File: config.mk
export PLATFORM = sky130hd
export DESIGN_NAME = cpu_clock_controller_flat
export DESIGN_NICKNAME = d
export VERILOG_FILES = /design/src/rtl/cpu_clock_controller_pkg.sv /design/src/rtl/cpu_clock_controller_if.sv /design/src/rtl/cpu_clock_controller_div_tick_counter.sv /design/src/rtl/cpu_clock_controller.sv /design/src/flat_wrapper.sv
export SDC_FILE = /design/constraint.sdc
export NUM_CORES = 1
export LEC_CHECK = 0
export BUFFER_PORTS_ARGS = -buffer_cell sky130_fd_sc_hd__buf_4
export CORE_ASPECT_RATIO = 0.75
export CORE_MARGIN = 2
export CORE_UTILIZATION = 60
export CTS_BUF_LIST = sky130_fd_sc_hd__clkbuf_8
export CTS_CLUSTER_SIZE = 30
export DETAILED_ROUTE_END_ITERATION = 7
export GPL_TIMING_DRIVEN = 0
export PLACE_DENSITY = 0.82
export SLEW_MARGIN = 20
export SYNTH_ARGS = -nofsm -noshare
export SYNTH_HDL_FRONTEND = slang
export SYNTH_SLANG_ARGS = --single-unit
File: constraint.sdc
create_clock -name Clk -period 3.5 [get_ports Clk]
set_clock_uncertainty 0.2 [all_clocks]
set_input_delay 0.525 -clock Clk [delete_from_list [all_inputs] [get_ports Clk]]
set_output_delay 0.525 -clock Clk [all_outputs]
set_load 0.005 [all_outputs]
File: src/rtl/cpu_clock_controller_pkg.sv
// Shared definitions for the Galetron CPU clock sequencer: state encodings
// and divisor limits.
package galetron_clk_pkg;

  localparam int DIV_W_DEFAULT = 13;
  localparam int DIV_MIN       = 2;

  typedef enum logic [1:0] {
    S_HALT = 2'd0,
    S_RUN  = 2'd1,
    S_STEP = 2'd2,
    S_STOP = 2'd3
  } state_t;

endpackage

File: src/rtl/cpu_clock_controller_if.sv
// Request/status bundle between the board-side control logic and the CPU
// clock sequencer.
interface cpu_clock_controller_if
  import galetron_clk_pkg::*;
#(
  parameter int DIV_W = DIV_W_DEFAULT
) ();

  logic             RunReq;
  logic             HaltReq;
  logic             CpuHalt;
  logic             StepReq;
  logic             DivLoad;
  logic [DIV_W-1:0] DivVal;
  logic             DivAck;
  logic             ClkOut;
  logic             TickEn;
  state_t           State;

  modport master (
    output RunReq, HaltReq, CpuHalt, StepReq, DivLoad, DivVal,
    input  DivAck, ClkOut, TickEn, State
  );

  modport slave (
    input  RunReq, HaltReq, CpuHalt, StepReq, DivLoad, DivVal,
    output DivAck, ClkOut, TickEn, State
  );

endinterface

File: src/rtl/cpu_clock_controller_div_tick_counter.sv
// Half-period counter producing the divided CPU clock phase and a one-cycle
// tick on each rising phase.
module div_tick_counter #(
  parameter int W = 13
) (
  input  logic         clk,
  input  logic         rst_n,
  input  logic         en,
  input  logic         clr,
  input  logic [W-1:0] half,
  output logic         clk_out,
  output logic         tick,
  output logic         fall
);

  logic [W-1:0] cnt;
  logic         terminal;

  assign terminal = (cnt == half - W'(1));
  // Asserted in the cycle whose closing edge drives the phase from high to low.
  assign fall     = en && terminal && clk_out;

  // NOTE: sequential state uses non-blocking assignments so every register
  // samples the pre-edge values of its neighbours, independent of statement order.
  always_ff @(posedge clk or negedge rst_n) begin
    if (!rst_n) begin
      cnt     <= '0;
      clk_out <= 1'b0;
      tick    <= 1'b0;
    end else begin
      tick <= 1'b0;
      if (clr) begin
        cnt     <= '0;
        clk_out <= 1'b0;
      end else if (en) begin
        if (terminal) begin
          cnt     <= '0;
          clk_out <= ~clk_out;
          tick    <= ~clk_out;
        end else begin
          cnt <= cnt + W'(1);
        end
      end
    end
  end

endmodule

File: src/rtl/cpu_clock_controller.sv
// Run/halt/single-step sequencer for the Galetron CPU clock with a
// runtime-loadable divisor; stops only on a low clock phase.
module cpu_clock_controller
  import galetron_clk_pkg::*;
#(
  parameter int DIV_W       = DIV_W_DEFAULT,
  parameter int DIV_DEFAULT = 2500
) (
  input logic                  Clk,
  input logic                  Rst,
  cpu_clock_controller_if.slave bus
);

  state_t           state;
  state_t           state_nxt;
  logic [DIV_W-1:0] div_reg;
  logic             div_ack;
  logic             halt_req;
  logic             accept;
  logic             cnt_en;
  logic             cnt_clr;
  logic             clk_out;
  logic             tick;
  logic             fall;

  assign halt_req = bus.HaltReq | bus.CpuHalt;

  // NOTE: state_nxt gets a default before the case so no path leaves it
  // unassigned, which would otherwise infer a latch.
  always_comb begin
    state_nxt = state;
    unique case (state)
      S_HALT: begin
        if (halt_req)        state_nxt = S_HALT;
        else if (bus.RunReq) state_nxt = S_RUN;
        else if (bus.StepReq) state_nxt = S_STEP;
      end
      S_RUN: begin
        if (halt_req) state_nxt = clk_out ? S_STOP : S_HALT;
      end
      S_STEP: begin
        if (halt_req)        state_nxt = clk_out ? S_STOP : S_HALT;
        else if (bus.RunReq) state_nxt = S_RUN;
        else if (fall)       state_nxt = S_HALT;
      end
      S_STOP: begin
        // A stop that lands on a low phase (entered on the falling edge) ends at once.
        if (!halt_req && bus.RunReq) state_nxt = S_RUN;
        else if (fall || !clk_out)   state_nxt = S_HALT;
      end
      default: state_nxt = S_HALT;
    endcase
  end

  // The counter sits at zero in HALT and is cleared on the edge that enters
  // HALT, so a halt on a low phase can never let a pending rise through.
  assign cnt_en  = (state != S_HALT);
  assign cnt_clr = (state == S_HALT) || (state_nxt == S_HALT);

  // The ack cycle itself is never a sampling cycle, so a held DivLoad yields
  // separate one-cycle pulses rather than a stuck-high ack.
  assign accept = bus.DivLoad && !div_ack && (state == S_HALT) && (state_nxt == S_HALT);

  always_ff @(posedge Clk or negedge Rst) begin
    if (!Rst) begin
      state   <= S_HALT;
      div_reg <= DIV_W'(DIV_DEFAULT);
      div_ack <= 1'b0;
    end else begin
      state   <= state_nxt;
      div_ack <= accept;
      if (accept) begin
        div_reg <= (bus.DivVal < DIV_W'(DIV_MIN)) ? DIV_W'(DIV_MIN) : bus.DivVal;
      end
    end
  end

  div_tick_counter #(
    .W (DIV_W)
  ) u_div_tick_counter (
    .clk     (Clk),
    .rst_n   (Rst),
    .en      (cnt_en),
    .clr     (cnt_clr),
    .half    (div_reg),
    .clk_out (clk_out),
    .tick    (tick),
    .fall    (fall)
  );

  assign bus.DivAck = div_ack;
  assign bus.ClkOut = clk_out;
  assign bus.TickEn = tick;
  assign bus.State  = state;

endmodule

File: src/flat_wrapper.sv
// flat-port wrapper written by rule: the top's interface ports become plain ports
module cpu_clock_controller_flat import galetron_clk_pkg::*;
#(
  parameter int DIV_W       = DIV_W_DEFAULT,
  parameter int DIV_DEFAULT = 2500
)
  (Clk, Rst, bus_RunReq, bus_HaltReq, bus_CpuHalt, bus_StepReq, bus_DivLoad, bus_DivVal, bus_DivAck, bus_ClkOut, bus_TickEn, bus_State);
  cpu_clock_controller_if #(.DIV_W(DIV_W)) bus_i ();
  input logic Clk;
  input logic Rst;
  input wire logic [$bits(bus_i.RunReq)-1:0] bus_RunReq;
  input wire logic [$bits(bus_i.HaltReq)-1:0] bus_HaltReq;
  input wire logic [$bits(bus_i.CpuHalt)-1:0] bus_CpuHalt;
  input wire logic [$bits(bus_i.StepReq)-1:0] bus_StepReq;
  input wire logic [$bits(bus_i.DivLoad)-1:0] bus_DivLoad;
  input wire logic [$bits(bus_i.DivVal)-1:0] bus_DivVal;
  output wire logic [$bits(bus_i.DivAck)-1:0] bus_DivAck;
  output wire logic [$bits(bus_i.ClkOut)-1:0] bus_ClkOut;
  output wire logic [$bits(bus_i.TickEn)-1:0] bus_TickEn;
  output wire logic [$bits(bus_i.State)-1:0] bus_State;
  assign bus_i.RunReq = bus_RunReq;
  assign bus_i.HaltReq = bus_HaltReq;
  assign bus_i.CpuHalt = bus_CpuHalt;
  assign bus_i.StepReq = bus_StepReq;
  assign bus_i.DivLoad = bus_DivLoad;
  assign bus_i.DivVal = bus_DivVal;
  assign bus_DivAck = bus_i.DivAck;
  assign bus_ClkOut = bus_i.ClkOut;
  assign bus_TickEn = bus_i.TickEn;
  assign bus_State = bus_i.State;
  cpu_clock_controller #(.DIV_W(DIV_W), .DIV_DEFAULT(DIV_DEFAULT)) u_core (.Clk(Clk), .Rst(Rst), .bus(bus_i));
endmodule
* Word-level counts from Yosys, hierarchy flattened
Cells that the tools add are included.
** Storage, ports and cells
- Bits in registers :: 31
- Output and inout bits :: 5
** Operators by class
- Add/subtract/negate cells :: 2
- Order comparisons :: 1
- Equal/unequal tests :: 4
- Mux-type cells :: 21
- Bitwise logic cells :: 2
- Reductions and logical operators :: 17
** Operators with widths (number)
- 13-bit 2-to-1 mux :: 4
- 2-bit 2-to-1 mux :: 10
- 13-bit by 1-bit adder with 13-bit output (second input constant) :: 1
- 13-bit == test :: 1
- 13-bit by 2-bit less-than comparator with 1-bit output (second input constant) :: 1
- 13-bit by 1-bit subtractor with 13-bit output (second input constant) :: 1
- 2-bit case mux with 4 select lines :: 1
- 1-bit logical AND :: 6
- 1-bit 2-to-1 mux :: 6
- 2-bit nonzero test :: 3
- 2-bit == test (second input constant) :: 2
- 2-bit logical NOT :: 2
- 1-bit logical NOT :: 3
- 2-bit by 1-bit == test with 1-bit output (second input constant) :: 1
- 1-bit logical OR :: 2
- 2-bit AND reduction :: 1
- 1-bit inverter :: 1
- 1-bit bitwise OR :: 1

* Depth between registers and ports, before layout
Gate-level depths: netlist (run 1).
- Depth in word-level cells :: 12
- Depth in mapped cells :: 11
- Gate-level depth less buffers :: 8

* Modules after synthesis
From an unflattened synthesis (run 1), not the netlist that was laid out.
** Second synthesis, totals
- Cell total of the unflattened synthesis :: 193
- Area total of the unflattened synthesis :: 1990.7 um2
** By module, submodules not included
- div_tick_counter :: times used 1, cells each 136, area each 1208.7 um2, seq. area each 375.4 um2
- cpu_clock_controller :: times used 1, cells each 57, area each 782.0 um2, seq. area each 406.6 um2

* Worst setup path after synthesis (run 1)
No wires, ideal clock.
- Path kind :: register -> register
- Start :: reg u_core.div_reg[0]
- End :: reg u_core.u_div_tick_counter.cnt[10]
- Setup time :: 0.142 ns
- Arrival :: 2.431 ns
- Slack :: 0.727 ns
- Stages on the path, launching flop included :: 12
- Path buffers :: 3
- Cells stage by stage :: dfrtp_1 -> inv_1 -> ha_1 -> or3b_1 -> clkbuf_1 -> o21a_1 -> or4_4 -> nand3_2 -> and4_1 -> buf_6 -> buf_12 -> nor3_2
** On the way
- Word-level cells in the longest chain between the ends :: 11
** RTL lines
- start, declared :: line cpu_clock_controller.sv:16 : logic [DIV_W-1:0] div_reg;
- start signal, assigned :: line cpu_clock_controller.sv:67 : div_reg <= DIV_W'(DIV_DEFAULT);
- start signal, assigned :: line cpu_clock_controller.sv:73 : div_reg <= (bus.DivVal < DIV_W'(DIV_MIN)) ? DIV_W'(DIV_MIN) : bus.DivVal;
- 13-bit by 1-bit subtractor with 13-bit output * :: line cpu_clock_controller_div_tick_counter.sv:19 : assign terminal = (cnt == half - W'(1));
- 13-bit == test * :: line cpu_clock_controller_div_tick_counter.sv:19
- 1-bit logical AND (2 in series) :: line cpu_clock_controller_div_tick_counter.sv:21 : assign fall = en && terminal && clk_out;
- 2-bit 2-to-1 mux / 1-bit logical OR (equally long branches) :: line cpu_clock_controller.sv:44, cpu_clock_controller.sv:49
- 2-bit 2-to-1 mux (on tied branches) :: line cpu_clock_controller.sv:43, cpu_clock_controller.sv:49
- 2-bit 2-to-1 mux (on tied branches) :: line cpu_clock_controller.sv:42, cpu_clock_controller.sv:48
- 2-bit case mux with 4 select lines :: line cpu_clock_controller.sv:32 : unique case (state)
- 2-bit logical NOT :: line cpu_clock_controller.sv:58 : assign cnt_clr = (state == S_HALT) || (state_nxt == S_HALT);
- 1-bit logical OR :: line cpu_clock_controller.sv:58
- 13-bit 2-to-1 mux / 2-bit nonzero test (equally long branches)
- end signal, assigned :: line cpu_clock_controller_div_tick_counter.sv:41 : cnt <= cnt + W'(1);
- end, declared :: line cpu_clock_controller_div_tick_counter.sv:16 : logic [W-1:0] cnt;
Every way passes the cells marked *; elsewhere a longest branch is shown, timed or not. The select of a mux whose other input is x is not followed.
A chain may end at the register's enable or synchronous reset.

* Worst setup path after layout (run 1)
- Start :: reg u_core.div_reg[0]
- End :: reg u_core.u_div_tick_counter.cnt[8]
Same word-level chain as after synthesis.

==> out/results.ini, run 1 <==
[cts]
cts_buffer_depth=2
holdBufCountCts=1
clkTransAtPathRegs_ns=0.06
htree_levels=2
cts_buffers=5
insertion_delay_ns=0.28
tritoncts=yes
cts_setup_buffers=0
root_buffer=clkbuf_8
clock_sinks=31
cts_resized=0

[power_and_ir_drop]
p_seq_share_pct=43.1
pwr-share-clk_pct=28.7
power.density_cell_area_mw_per_mm2=465
p_sw_mw=0.345
p_leak_nw=1.02
peakVddDrop_mv=0.384
p_sw_share_pct=32.2
p_int_mw=0.726
power_frac_comb_pct=28.2

[finish]
fillCellCount=237
antenna_cells=0
multi_input_area_mm2=0.00108
final_core_util_pct=75.8
nets=271
area_delta_synth_final_pct=17.2
drive_above_1_share_pct=24.8
register_area_um2=782

[yosys]
async_flop_share_pct=100
yosysSeqAreaShare_pct=39.8
synth_area_per_cell_um2=9.06
synth_cell_types=47
syn-cell-area_mm2=0.00197
synth_edf_count=0
yosysTopAreaCellShare_pct=33.1
syn_inst=217
ys_ff_latch=31
synth_fp_nets=239
yosys-top-cells-area=dfrtp_1 (33%), nand2_1 (8.6%), dfstp_2 (6.7%)
yosys_warnings=0
synth_top_flop_cell=dfrtp_1
yosysTopAreaCell=dfrtp_1

[timing]
rsz0062_at_grt=no
fin_tns_setup_ns=0
worstMarginPinSlew_ns=0.706
hold_viol=0
min_period_over_period_pct=91.9
fmax_mhz=311
min_period_ns=3.22
final-setup-viol-count=0
slew_violations=0
max_slew_margin_pct=52.9

[floorplan]
initial_utilization_pct=64.7
die_h_um=53.6
dieArea_mm2=0.00376
die_w_um=70.1
core_area_mm2=0.00304
rows=17
ios=25

[detailed_routing]
drc_errors=0
drt-total-wl_mm=4.32
wl_per_cell_um=15.0
drtPass1Iterations=4
vias=1671
drtIter0Drc=84
vias_per_cell=5.80
antenna_left=0

[setup_path]
end_kind=flop
crit_type=flop to flop
arrival_ns=3.16
start_kind=flop
cp-startpoint=u_core.div_reg[0]$_DFFE_PN0P_
cp_max_fo=10
timing.rr.start=u_core.div_reg[0]$_DFFE_PN0P_
required_ns=3.44

[global_route]
grt_pass1_vias=1564
grt-ovfl-total=0
grt_max_degree=32
grt_first_pass_wirelength_mm=7.20
antenna_found_initial=0
grt_usage_pct=25.3

[placed_design]
hpwl_mm=3.10
port_buffers=24
gp_congestion=0.899

[worst_hold_path]
min-delay-start=bus_DivVal[4]
hold_path.class=input port to flop

[flow_run]
drv_cap=0

[outcome]
status=finished, final reports clean

## synthesized netlist by cell type (4+ instances only)
library cell	count
xor2_1	11
nand3_1	6
inv_1	8
dfstp_2	5
dfrtp_1	26
nor4_1	6
o21ai_0	5
and3_1	6
nor2_1	9
or3_1	4
nor3_2	11
nand2_1	45
nor3_1	6
clkbuf_1	4
a21oi_1	4
xnor2_1	12
## power by group through the flow
stage,clock [mW],sequential [mW],combinational (mW)
after floorplan,0,0.452,0.224
after global placement,0,0.464,0.291
after detailed placement,0,0.466,0.295
after CTS,0.311,0.460,0.301
after global routing,0.331,0.467,0.337
final,0.307,0.462,0.302
## critical path: stages, from the launching register on
cell and delay, ns:
dfrtp_1 0.41, inv_1 0.10, ha_1 0.27, or3b_1 0.36, clkbuf_1 0.17, a211oi_1 0.24
o211ai_1 0.12, nor4_1 0.57, and4_1 0.31, buf_6 0.13, buf_12 0.14, nor3_2 0.05
## final timing paths
check	slack (ns)	cells after the start	end
max in group asynchronous	2.27	2	u_core.div_reg[8]$_DFFE_PN1P_
worst max register to register	0.28	11	u_core.u_div_tick_counter.cnt[8]$_DFFE_PN0P_
worst min-delay path	0.24	3	u_core.div_reg[4]$_DFFE_PN0P_
worst min register to register	0.29	2	u_core.div_reg[7]$_DFFE_PN1P_
min in group asynchronous	0.51	2	u_core.u_div_tick_counter.cnt[2]$_DFFE_PN0P_
worst max-delay path	0.28	11	u_core.u_div_tick_counter.cnt[8]$_DFFE_PN0P_
## placed cells by master (no fill, tap or decap), types with 3 or more instances in the layout
cell      instances
nor3_2           11
nor4_1            6
buf_4            24
or3_1             4
a31oi_1           3
dfstp_2           5
nand2_1          45
nand4b_1          3
buf_6             3
o21ai_0           5
xor2_1           11
o22a_1            3
nor2_1            9
a21oi_1           4
clkbuf_1          4
dfrtp_1          26
nor3_1            6
xnor2_1          12
and3_1            6
inv_1             9
nand3_1           6
clkbuf_8          7
o31ai_1           3
nand4_1           3
## through the flow
| stage | cell area (um^2) | hold WS [ns] | cells | power, mW | setup WS, ns |
|---|---|---|---|---|---|
| 2_1_floorplan | 1970 | 0.0294 | 217 | 0.676 | 0.727 |
| 3_3_place_gp | 2190 | 0.267 | 279 | 0.755 | 0.438 |
| 3_5_place_dp | 2190 | 0.275 | 279 | 0.760 | 0.414 |
| 4_1_cts | 2300 | 0.241 | 288 | 1.07 | 0.340 |
| 5_1_grt | 2300 | 0.237 | 288 | 1.13 | 0.124 |
| 6_report | 2300 | 0.240 | 288 | 1.07 | 0.284 |
## cells by family after synthesis
kind of cell    Yosys count  synth area share [%]
buf+inv                  17                  5.28
simple gates            113                  32.4
flops                    31                  39.8
compound gates           30                  10.6
mux                       1                 0.509
fa+ha+maj                 2                  1.27
xor+xnor                 23                  10.2
## cell type report
type	count	area share (%)
tap	38	2.06
sequential	31	33.9
multi-input combinational	169	46.9
buffer	9	3.20
inverter	8	1.30
timing repair buffer	25	8.25
clock buffer	7	4.18
clock inverter	1	0.163
## routing by layer
metal  vias up  global-route usage (%)  wire [um]
met4         0                    6.41         20
li1        830                       -          -
met1       790                    34.8       2100
met5         -                       0          0
met2        47                    39.7       1970
met3         4                    7.87        226
(Power assumes the default switching activity.)
==> run 2: changes to the inputs <==
--- a/config.mk
+++ b/config.mk
@@ -9,11 +9,13 @@
 export CORE_ASPECT_RATIO = 0.75
 export CORE_MARGIN = 2
 export CORE_UTILIZATION = 60
-export CTS_BUF_LIST = sky130_fd_sc_hd__clkbuf_8
+export CTS_BUF_LIST = sky130_fd_sc_hd__clkbuf_2 sky130_fd_sc_hd__clkbuf_4 sky130_fd_sc_hd__clkbuf_8
 export CTS_CLUSTER_SIZE = 30
 export DETAILED_ROUTE_END_ITERATION = 7
+export GPL_ROUTABILITY_DRIVEN = 1
 export GPL_TIMING_DRIVEN = 0
 export PLACE_DENSITY = 0.82
+export REMOVE_ABC_BUFFERS = 1
 export SLEW_MARGIN = 20
 export SYNTH_ARGS = -nofsm -noshare
 export SYNTH_HDL_FRONTEND = slang
==> run 2 against run 1 <==
Combinational power decreased by 9.9%. Global-route usage increased by 0.84 points. Clock-buffer cell count decreased by 1. Die area unchanged. Maximum frequency decreased by 1.4%. Setup slack got worse by 0.046 ns. Via count increased by 1.6%. Utilization decreased by 2.6 points. Critical path type unchanged. Critical endpoint is now u_core.bus.State[1]$_DFF_PN0_. Largest power group unchanged.
==> out/results.ini, run 2 (synthesis results as in run 1) <==
[setup_path]
start_kind=flop
ff2ff_setup_slack_ns=0.24
cp_max_fo=14
regToRegEndpoint=u_core.bus.State[1]$_DFF_PN0_
rr_worst_depth=8
timing.rr.start=u_core.div_reg[0]$_DFFE_PN0P_
required_ns=3.44
end_kind=flop
max_stage_delay_ns=0.59
cp_cell_sequence=inv_1 > ha_1 > or3b_1 > a211oi_1 > o211ai_1 > nor4_1 > and4_2 > o221ai_1
cp_slowest_cell=and4_2
crit_type=flop to flop
arrival_ns=3.20

[timing]
fin_tns_setup_ns=0
min_period_over_period_pct=93.2
worstMarginPinSlew_ns=0.783
fmax_mhz=307
min_period_ns=3.26
max_slew_margin_pct=47.8
rsz0062_at_grt=no
final-setup-viol-count=0
slew_violations=0
hold_viol=0
holdWs_ns=0.248

[finish]
instances_no_fill=279
final_core_util_pct=73.2
area_delta_synth_final_pct=13.2
final_cell_mix=nand2_1 (45), dfrtp_1 (26), buf_4 (24)
drive_above_1_share_pct=24.9
nets=262
final_common_cell=nand2_1
antenna_cells=0

[global_route]
grt_pass1_vias=1657
antenna_found_initial=0
grt_max_degree=32
grt_first_pass_wirelength_mm=7.63
grt-ovfl-total=0
grt_usage_pct=26.1

[cts]
cts_buffer_depth=2
clock_sinks=31
tritoncts=yes
cts_buffers=5
insertion_delay_ns=0.28
cts_setup_buffers=0
htree_levels=2
root_buffer=clkbuf_8
clkTransAtPathRegs_ns=0.07

[floorplan]
dieArea_mm2=0.00376
die_h_um=53.6
ios=25
rows=17
initial_utilization_pct=64.7
die_w_um=70.1
core_area_mm2=0.00304

[power_and_ir_drop]
power_mw=1.04
peakVddDrop_mv=0.343
power.density_cell_area_mw_per_mm2=466
p_leak_nw=0.988

[worst_hold_path]
min-delay-start=bus_DivVal[9]
hold_depth=3
hold_path.class=input port to flop
hold_path_end=u_core.div_reg[9]$_DFFE_PN0P_

[placed_design]
port_buffers=24
dp_cells=270
gp_congestion=0.868
hpwl_mm=3.43

[detailed_routing]
drtPass1Iterations=4
drtIter0Drc=108
antenna_left=0
drt-total-wl_mm=4.48
wl_per_cell_um=16.0
vias=1697
vias_per_cell=6.08
drc_errors=0

[flow_run]
drv_cap=0

[outcome]
status=finished, final reports clean

[run 2: repair_timing]
item | CTS | global route
gates resized for setup | 0 | 1
setup endpoints to repair | 0 | 14
endpoints found under the hold margin | 26 | 0
hold buffers | 1 | 0
[run 2: cell type report]
| class | instances | area, um^2 |
|---|---|---|
| inverter | 8 | 30.0 |
| timing repair buffer | 25 | 190 |
| clock inverter | 2 | 12.5 |
| sequential | 31 | 782 |
| clock buffer | 6 | 76.3 |
| multi-input combinational | 169 | 1090 |
| tap | 38 | 47.5 |
| fill | 229 | 815 |
[run 2: per-layer routing]
layer / global-route usage (%) / part of all wire (%) / vias to the layer above / wire, um
met5: 0 / 0 / - / 0
met3: 5.43 / 5.2 / 9 / 231
met1: 33.5 / 46 / 798 / 2070
met2: 46.3 / 47 / 68 / 2110
li1: - / - / 822 / -
met4: 6.73 / 1.3 / 0 / 59
[run 2: worst max-delay path by stage]
| stage | startpoint | to | slack [ns] | cells after the start |
|---|---|---|---|---|
| after floorplan | u_core.div_reg[0]$_DFFE_PN0P_ | u_core.bus.State[1]$_DFF_PN0_ | 0.54 | 8 |
| after global placement | u_core.div_reg[0]$_DFFE_PN0P_ | u_core.bus.State[1]$_DFF_PN0_ | 0.18 | 8 |
| after detailed placement | u_core.div_reg[0]$_DFFE_PN0P_ | u_core.bus.State[1]$_DFF_PN0_ | 0.06 | 8 |
| after CTS | u_core.div_reg[0]$_DFFE_PN0P_ | u_core.bus.State[1]$_DFF_PN0_ | 0.06 | 8 |
| after global routing | u_core.div_reg[0]$_DFFE_PN0P_ | u_core.bus.State[1]$_DFF_PN0_ | 0.05 | 8 |
| final | u_core.div_reg[0]$_DFFE_PN0P_ | u_core.bus.State[1]$_DFF_PN0_ | 0.24 | 8 |
[run 2: worst max-delay path: cells and delay by family, from the launching register on]
family	cells	cell delay, ns
compound gates	3	0.56
simple gates	3	1.57
fa+ha+maj	1	0.27
flops	1	0.41
buf+inv	1	0.10
[run 2: power breakdown]
part | switching (mW) | internal (mW) | total [mW]
clock | 0.137 | 0.147 | 0.284
combinational | 0.146 | 0.126 | 0.272
sequential | 0.0720 | 0.410 | 0.482
total | 0.355 | 0.682 | 1.04
[run 2: metrics by stage]
| step | worst slack (ns) | area, um^2 |
|---|---|---|
| 3_5_place_dp | 0.0629 | 2130 |
| 4_1_cts | 0.0640 | 2230 |
| 3_3_place_gp | 0.182 | 2120 |
| 2_1_floorplan | 0.535 | 1890 |
| 6_report | 0.238 | 2230 |
| 5_1_grt | 0.0461 | 2230 |
==> run 3: changes to the inputs <==
--- a/config.mk
+++ b/config.mk
@@ -8,13 +8,13 @@
 export BUFFER_PORTS_ARGS = -buffer_cell sky130_fd_sc_hd__buf_4
 export CORE_ASPECT_RATIO = 0.75
 export CORE_MARGIN = 2
-export CORE_UTILIZATION = 60
+export CORE_UTILIZATION = 46
 export CTS_BUF_LIST = sky130_fd_sc_hd__clkbuf_2 sky130_fd_sc_hd__clkbuf_4 sky130_fd_sc_hd__clkbuf_8
 export CTS_CLUSTER_SIZE = 30
 export DETAILED_ROUTE_END_ITERATION = 7
 export GPL_ROUTABILITY_DRIVEN = 1
 export GPL_TIMING_DRIVEN = 0
-export PLACE_DENSITY = 0.82
+export PLACE_DENSITY = 0.66
 export REMOVE_ABC_BUFFERS = 1
 export SLEW_MARGIN = 20
 export SYNTH_ARGS = -nofsm -noshare
==> run 3 against run 2 <==
First-iteration DRC count shrank 13%. Sequential share of layout area down 0.52 points. Critical path depth unchanged. Global-route usage shrank 6.3 points. Sequential power about the same. Design area grew 1.5%. Maximum frequency grew 4.1%. Utilization decreased by 18 points. Register-to-register slack better by 0.13 ns. Highest routed layer unchanged.
==> out/results.ini, run 3 (synthesis results as in run 1) <==
[outcome]
status=finished, final reports clean

[power_and_ir_drop]
p_int_mw=0.683
pwr-share-clk_pct=27.4
p_sw_share_pct=33.3
power_frac_comb_pct=25.7
p_seq_share_pct=46.9
p_sw_mw=0.340
peakVddDrop_mv=0.286
p_leak_nw=0.995
power.density_cell_area_mw_per_mm2=453

[detailed_routing]
wl_per_cell_um=14.5
antenna_left=0
vias=1620
drt-total-wl_mm=4.30
drtIter0Drc=94
drc_errors=0
vias_per_cell=5.45
drtPass1Iterations=4

[finish]
drive_above_1_share_pct=25.2
fillCellCount=396
final_common_cell=nand2_1
final_cell_mix=nand2_1 (45), dfrtp_1 (26), buf_4 (24)
antenna_cells=0
area_delta_synth_final_pct=14.9
nets=263

[setup_path]
end_kind=flop
cp_slowest_cell=nor4_1
path_buf_inv=1
max_stage_delay_ns=0.52
crit_type=flop to flop
cp_cell_sequence=inv_1 > ha_1 > or3b_1 > a211oi_1 > o211ai_1 > nor4_1 > and4_4 > o221ai_1
crit_family=simple AND/OR/NAND/NOR gates
required_ns=3.44
arrival_ns=3.08
start_kind=flop
cp_max_fo=14

[timing]
fmax_mhz=319
slew_violations=0
worstMarginPinSlew_ns=0.605
min_period_ns=3.13
hold_viol=0
final-setup-viol-count=0
min_period_over_period_pct=89.6
rsz0062_at_grt=no
fin_tns_setup_ns=0
setup_ws_ns=0.366
max_slew_margin_pct=59.5

[cts]
tritoncts=yes
clock_sinks=31
cts_buffer_depth=2
root_buffer=clkbuf_8
cts_buffers=5
insertion_delay_ns=0.29
clkTransAtPathRegs_ns=0.07
htree_levels=2

[floorplan]
initial_utilization_pct=48.2
die_w_um=79.5
dieArea_mm2=0.00482
core_area_mm2=0.00408
ios=25
die_h_um=60.6
rows=20

[placed_design]
gp_congestion=0.829
pre_cts_ws_ns=0.0635
hpwl_mm=3.16
port_buffers=24

[global_route]
grt-ovfl-total=0
grt_max_degree=32
grt_first_pass_wirelength_mm=7.20
grt_pass1_vias=1431
grt_usage_pct=19.8
antenna_found_initial=0

[flow_run]
drv_cap=0

[worst_hold_path]
hold_path.class=input port to flop

-- run 3: cell types whose count changed in the layout (fill, tap and decap cells not counted) --
| cell | delta |
|---|---|
| and4_4 | +1 |
| and4_2 | -1 |
| buf_6 | +1 |
-- run 3: path summary, 6_finish.rpt --
kind	start	end	slack (ns)	cells after the start
max in group asynchronous	Rst	u_core.div_reg[8]$_DFFE_PN1P_	2.26	2
min in group asynchronous	Rst	u_core.u_div_tick_counter.cnt[6]$_DFFE_PN0P_	0.50	2
min	bus_DivVal[4]	u_core.div_reg[4]$_DFFE_PN0P_	0.23	3
max reg2reg	u_core.div_reg[0]$_DFFE_PN0P_	u_core.bus.State[1]$_DFF_PN0_	0.37	8
max	u_core.div_reg[0]$_DFFE_PN0P_	u_core.bus.State[1]$_DFF_PN0_	0.37	8
min reg2reg	u_core.div_reg[11]$_DFFE_PN1P_	u_core.div_reg[11]$_DFFE_PN1P_	0.29	2
-- run 3: final cells by class --
cell class	instances	area [um^2]	area share, %
Tap cell	55	68.8	3.04
Multi-Input combinational cell	169	1090	48.2
Sequential cell	31	782	34.6
Timing Repair Buffer	26	201	8.91
Clock inverter	2	12.5	0.553
Clock buffer	6	76.3	3.38
Inverter	8	30.0	1.33
-- run 3: timing repair --
item | in CTS | in global routing
buffers inserted | 0 | 0
hold endpoints to repair | 26 | 0
resized for setup | 0 | 2
endpoints found under the setup margin | 0 | 14
hold buffers | 1 | 0
-- run 3: power by group through the flow --
stage	combinational, mW	clock [mW]	sequential [mW]
after floorplan	0.194	0	0.463
after global placement	0.254	0	0.485
after detailed placement	0.261	0	0.486
after CTS	0.263	0.291	0.479
after global routing	0.299	0.308	0.488
final	0.263	0.281	0.480
-- run 3: worst register-to-register path: stages, from the launching register on --
cell and delay (ns):
dfrtp_1 0.42, inv_1 0.10, ha_1 0.25, or3b_1 0.48, a211oi_1 0.25, o211ai_1 0.13
nor4_1 0.52, and4_4 0.50, o221ai_1 0.14
-- run 3: routing by layer --
metal,GRT usage [%],vias up,part of all wire (%)
li1,-,823,-
met1,31.0,741,52
met2,26.9,52,41
met3,4.46,4,5.8
met4,6.65,0,0.77
met5,0,-,0
-- run 3: per-stage QoR --
| stage | instances | cell area [um^2] | power (mW) | utilization, % | hold slack (ns) |
|---|---|---|---|---|---|
| global placement | 287 | 2140 | 0.739 | 52.5 | 0.277 |
| finish | 297 | 2260 | 1.02 | 55.4 | 0.235 |
| detailed placement | 288 | 2160 | 0.746 | 52.9 | 0.280 |
| global route | 297 | 2260 | 1.09 | 55.4 | 0.240 |
| CTS | 297 | 2260 | 1.03 | 55.4 | 0.227 |
| floorplan | 208 | 1890 | 0.658 | - | 0.0294 |
